$ cat config.mk
export PLATFORM = sky130hd
export DESIGN_NAME = multicycle_ctrl
export DESIGN_NICKNAME = d
export VERILOG_FILES = /design/src/rtl/multicycle_ctrl.sv
export SDC_FILE = /design/constraint.sdc
export NUM_CORES = 1
export LEC_CHECK = 0
export ABC_CLOCK_PERIOD_IN_PS = 3230
export CORE_MARGIN = 1
export CORE_UTILIZATION = 43
export DETAILED_ROUTE_END_ITERATION = 8
export PLACE_DENSITY = 0.84
export SYNTH_ARGS = -nofsm -noshare
export SYNTH_HDL_FRONTEND = slang
export SYNTH_SLANG_ARGS = --single-unit
export TNS_END_PERCENT = 20
$ cat constraint.sdc
create_clock -name clk -period 3.23 [get_ports clk]
set_input_delay 0.646 -clock clk [delete_from_list [all_inputs] [get_ports clk]]
set_output_delay 0.646 -clock clk [all_outputs]
set_load 0.05 [all_outputs]
$ cat src/rtl/multicycle_ctrl.sv
// Multi-cycle control unit for a shared-ALU, shared-memory MIPS datapath.
// Walks FETCH/DECODE/EXE/MEM/WB per instruction and counts retired instructions.
module multicycle_ctrl #(
   parameter int CNT_W = 32
) (
   input  logic             clk,
   input  logic             reset,
   input  logic [31:0]      instr,
   input  logic             zero,
   input  logic             im_ready,
   input  logic             dm_ready,
   output logic             PCWr,
   output logic [1:0]       NPCop,
   output logic             IRWr,
   output logic [2:0]       ALUop,
   output logic             ALUmux,
   output logic             EXTop,
   output logic [1:0]       A3mux,
   output logic [1:0]       REGmux,
   output logic             RegWrite,
   output logic             MemRead,
   output logic             MemWrite,
   output logic [2:0]       state,
   output logic             retire,
   output logic [CNT_W-1:0] instr_cnt
);

   typedef enum logic [2:0] {
      S_FETCH  = 3'd0,
      S_DECODE = 3'd1,
      S_EXE    = 3'd2,
      S_MEM    = 3'd3,
      S_WB     = 3'd4
   } state_t;

   state_t           state_q, state_d;
   logic [CNT_W-1:0] cnt_q, cnt_d;

   logic [5:0] op, funct;
   logic       is_r, is_addu, is_subu, is_jr, is_jalr;
   logic       is_addi, is_ori, is_lui, is_lw, is_sw, is_beq, is_j, is_jal;
   logic       goes_exe;
   logic       unused_instr_bits;

   assign op    = instr[31:26];
   assign funct = instr[5:0];
   assign unused_instr_bits = ^instr[25:6];

   assign is_r    = (op == 6'b000000);
   assign is_addu = is_r && (funct == 6'b100001);
   assign is_subu = is_r && (funct == 6'b100011);
   assign is_jr   = is_r && (funct == 6'b001000);
   assign is_jalr = is_r && (funct == 6'b001001);
   assign is_addi = (op == 6'b001000);
   assign is_ori  = (op == 6'b001101);
   assign is_lui  = (op == 6'b001111);
   assign is_lw   = (op == 6'b100011);
   assign is_sw   = (op == 6'b101011);
   assign is_beq  = (op == 6'b000100);
   assign is_j    = (op == 6'b000010);
   assign is_jal  = (op == 6'b000011);

   // Everything not listed here (and not a jump) retires as a nop in DECODE.
   assign goes_exe = is_addu | is_subu | is_addi | is_ori | is_lui |
                     is_lw | is_sw | is_beq;

   always_comb begin
      state_d  = state_q;
      PCWr     = 1'b0;
      NPCop    = 2'b00;
      IRWr     = 1'b0;
      ALUop    = 3'b000;
      ALUmux   = 1'b0;
      EXTop    = 1'b0;
      A3mux    = 2'b00;
      REGmux   = 2'b00;
      RegWrite = 1'b0;
      MemRead  = 1'b0;
      MemWrite = 1'b0;
      retire   = 1'b0;

      case (state_q)
         S_FETCH: begin
            if (im_ready) begin
               IRWr    = 1'b1;
               PCWr    = 1'b1;
               state_d = S_DECODE;
            end
         end
         S_DECODE: begin
            if (is_j || is_jr) begin
               PCWr    = 1'b1;
               NPCop   = is_j ? 2'b10 : 2'b11;
               retire  = 1'b1;
               state_d = S_FETCH;
            end else if (is_jal || is_jalr) begin
               state_d = S_WB;
            end else if (goes_exe) begin
               state_d = S_EXE;
            end else begin
               retire  = 1'b1;
               state_d = S_FETCH;
            end
         end
         S_EXE: begin
            if (is_subu || is_beq) ALUop = 3'b001;
            else if (is_ori)       ALUop = 3'b010;
            else if (is_lui)       ALUop = 3'b100;
            ALUmux = is_ori | is_lui | is_addi | is_lw | is_sw;
            EXTop  = is_addi | is_lw | is_sw | is_beq;
            if (is_beq) begin
               PCWr    = zero;
               NPCop   = 2'b01;
               retire  = 1'b1;
               state_d = S_FETCH;
            end else if (is_lw || is_sw) begin
               state_d = S_MEM;
            end else begin
               state_d = S_WB;
            end
         end
         S_MEM: begin
            // Strobe stays asserted through the ready cycle so each access is one request.
            MemRead  = is_lw;
            MemWrite = is_sw;
            if (!(is_lw || is_sw)) begin
               state_d = S_FETCH;
            end else if (dm_ready) begin
               retire  = is_sw;
               state_d = is_lw ? S_WB : S_FETCH;
            end
         end
         S_WB: begin
            RegWrite = 1'b1;
            retire   = 1'b1;
            state_d  = S_FETCH;
            if (is_jal || is_jalr) begin
               A3mux  = is_jal ? 2'b10 : 2'b00;
               REGmux = 2'b10;
               PCWr   = 1'b1;
               NPCop  = is_jal ? 2'b10 : 2'b11;
            end else if (is_lw) begin
               A3mux  = 2'b01;
               REGmux = 2'b01;
            end else if (is_ori || is_lui || is_addi) begin
               A3mux  = 2'b01;
            end
         end
         default: state_d = S_FETCH;
      endcase

      // Strobes are suppressed combinationally so an asserted reset kills them at once.
      if (!reset) begin
         PCWr     = 1'b0;
         NPCop    = 2'b00;
         IRWr     = 1'b0;
         ALUop    = 3'b000;
         ALUmux   = 1'b0;
         EXTop    = 1'b0;
         A3mux    = 2'b00;
         REGmux   = 2'b00;
         RegWrite = 1'b0;
         MemRead  = 1'b0;
         MemWrite = 1'b0;
         retire   = 1'b0;
      end

      cnt_d = retire ? cnt_q + CNT_W'(1) : cnt_q;
   end

   always_ff @(posedge clk or negedge reset) begin
      if (!reset) begin
         state_q <= S_FETCH;
         cnt_q   <= '0;
      end else begin
         state_q <= state_d;
         cnt_q   <= cnt_d;
      end
   end

   assign state     = state_q;
   assign instr_cnt = cnt_q;

endmodule

==> impl_metrics.yaml <==
run_status:
  outcome: "completed"
synthesis:
  ys_seq_area_share_pct: 39.2
  ys_seq_elements: 35
  synth_top_area_share_pct: 39.2
  synth_cells: 244
  ys.warnings.count: 0
  synth_area_leaders: "dfrtp_1, xnor2_1, o2111ai_1, o21ai_1, nor3_1"
  ys_async_sr_fraction_pct: 100
  synth_largest_area_cell: "dfrtp_1"
  synth.avg_cell_area_um2: 9.15
  synth-edff-count: 0
  yosysUniqueCellTypes: 45
  syn_area_um2: 2230
  syn-num-nets: 282
  synthFlopType: "dfrtp_1"
timing:
  finalCritPeriodShare_pct: 99.6
  grt_setup_unrepaired: "yes"
  fin_crit_ns: 3.22
  worst_pin_slew_ns: 0.513
  finalMaxSlewViolations: 0
  clock.fmax_ghz: 0.311
  clock_skew_ns: 0.00601
  hold_viol_final: 0
  slew_headroom_pct: 65.7
  hold_ws_ns: 0.467
  setup_viol: 0
floorplan:
  die_w_um: 74.1
  dieArea_um2: 5480
  die_h_um: 74.1
  core_um2: 4850
  row_count: 25
  start_util_pct: 46.0
  ios: 89
placed_design:
  placed_area_um2: 3270
  numPortBuffers: 68
  gp_congestion: 0.889
  dp_hpwl_um: 4400
cts:
  cts_num_sinks: 35
  h-tree-depth: 2
  clk_pin_slew_worst_paths_ns: 0.07
  cts_root_buffer: "clkbuf_8"
  cts_tree: "yes"
  cts_buffers: 5
  clock_path_buffers: 2
  cts_hold_buf: 0
  clock_latency_ns: 0.29
final_layout:
  syn2layout_area_growth_pct: 54.8
  diodes: 0
  layout-drive-gt1-share_pct: 22.4
  num-nets-final: 368
  finalInstanceArea_um2: 3450
grt:
  grt_max_degree: 42
  grt_pass1_vias: 2085
  grt_pass1_wl_um: 10100
  antenna_found_initial: 0
  grt.overflow.total: 0
  grtUsageTotal_pct: 24.0
critical_path:
  critPathKind: "primary input to output pin"
  start_kind: "primary input"
  arrival_ns: 2.57
  reg2regPathDepth: 8
  worstPathMaxFanout: 3
  rrSetupSlack_ns: 1.06
  required_ns: 2.58
  critPathCaptureType: "output pin"
  crit_start: "instr[26]"
  r2r_start: "state[2]"
  r2r_end: "instr_cnt[14]"
  worstSetupEndpoint: "A3mux[0]"
min_path:
  hp-class: "primary input to asynchronous set/reset pin"
detailed_routing:
  totalWireLength_um: 6180
  ant_nets: 0
  route.vias.total: 2218
  via_per_inst: 5.57
  avgRoutedWirePerCell_um: 15.5
  drtIter0Drc: 196
  drc: 0
  drtPass1Iterations: 4
pwr:
  power_density_nw_per_um2: 356
  p_leak_nw: 1.32
  irDropWorstVdd_mv: 0.345
  finalPower_mw: 1.23
job:
  maxCapViolCount: 0
metrics by stage:
stage                     instances  TNS (ns)  worst slack (ns)  util (%)
after CTS                       396   -0.0123           -0.0103      69.9
final                           398         0            0.0132      71.3
after floorplan                 244    -0.264            -0.180         -
after detailed placement        388    -0.195           -0.0844      67.4
after global placement          388    -0.165           -0.0640      67.4
after global routing            398   -0.0585           -0.0296      71.3
worst max-delay path, stage by stage:
cell and delay [ns]:
clkdlybuf4s50_1 0.43, buf_4 0.15, or3_1 0.36, a21oi_2 0.19, buf_4 0.14, buf_4 0.09, nor2_1 0.04, nor3_1 0.34
buf_12 0.19
routing by layer:
metal	vias up	share of wire [%]	track usage, %
met5	-	0	0
met4	0	2.4	7.91
met3	13	6.1	5.42
met2	91	47	37.3
met1	1040	45	33.2
li1	1074	-	-
layout make-up:
| cell class | count | area [µm²] |
|---|---|---|
| flip-flops and latches | 35 | 876 |
| clock buffers | 8 | 100 |
| well taps | 67 | 83.8 |
| repair buffers | 97 | 1050 |
| inverters | 4 | 15.0 |
| multi-input cells | 187 | 1330 |
| fillers | 338 | 1390 |
report_power, final:
part	total (mW)	switching, mW	internal [mW]
Clock	0.349	0.154	0.194
Sequential	0.515	0.0451	0.470
Combinational	0.367	0.223	0.144
state kept, by name, indices dropped and copies added, names as in the netlist:
name / flops
state: 3
instr_cnt: 32
cells in the final DEF (no fill, tap or decap), types with 2 or more instances in the layout:
| cell | synthesis | final |
|---|---|---|
| a211oi_1 | 3 | 2 |
| a21oi_1 | 5 | 3 |
| a21oi_2 | 0 | 2 |
| and2_1 | 4 | 3 |
| and3_1 | 4 | 3 |
| and4_1 | 5 | 5 |
| buf_12 | 0 | 16 |
| buf_4 | 0 | 29 |
| clkbuf_8 | 0 | 7 |
| clkdlybuf4s50_1 | 0 | 50 |
| dfrtp_1 | 35 | 35 |
| inv_1 | 4 | 4 |
| nand2_1 | 16 | 16 |
| nand2b_1 | 4 | 4 |
| nand3_1 | 9 | 9 |
| nand3b_1 | 2 | 2 |
| nand4_1 | 3 | 3 |
| nand4b_1 | 4 | 4 |
| nor2_1 | 16 | 15 |
| nor2b_1 | 3 | 3 |
| nor3_1 | 12 | 12 |
| nor4_1 | 8 | 7 |
| o2111ai_1 | 10 | 10 |
| o211ai_1 | 8 | 8 |
| o21a_1 | 2 | 2 |
| o21ai_1 | 13 | 12 |
| or3_1 | 3 | 3 |
| or4_4 | 2 | 2 |
| xnor2_1 | 30 | 30 |
| xor2_1 | 2 | 2 |
synthesized netlist by cell type, types with 4 or more instances:
cell       number
o211ai_1        8
and2_1          4
nand2b_1        4
and4_1          5
nand3_1         9
dfrtp_1        35
o2111ai_1      10
o21ai_1        13
nand4b_1        4
a21oi_1         5
and3_1          4
buf_2           7
nand2_1        16
xnor2_1        30
nor4_1          8
nor3_1         12
inv_1           4
clkbuf_1        8
nor2_1         16
how the worst min path moves through the flow:
stage | from | to | slack [ns] | cells after the start
2_1_floorplan | reset | instr_cnt[0] | 0.35 | 0
3_3_place_gp | instr_cnt[31] | instr_cnt[31] | 0.46 | 1
3_5_place_dp | instr_cnt[31] | instr_cnt[31] | 0.47 | 1
4_1_cts | reset | instr_cnt[4] | 0.47 | 2
5_1_grt | reset | instr_cnt[30] | 0.50 | 2
6_report | reset | instr_cnt[4] | 0.47 | 2
logic make-up (layout without fill, tap and decap cells):
family	Yosys count	count (layout)	synth area share [%]
and+or+nand+nor	103	103	26.6
DFF	35	35	39.2
AOI/OAI and AO/OA	50	50	15.6
adders and majority gates	1	1	0.560
muxes	1	1	0.672
buffers and inverters	22	109	4.76
xor gates and xnor gates	32	32	12.6
repair_timing:
action	in CTS	in global routing
setup endpoints to repair	3	7
setup buffers	0	2
resized for setup	4	10
pin swaps	0	6
Power figures use the tool's default switching activity.
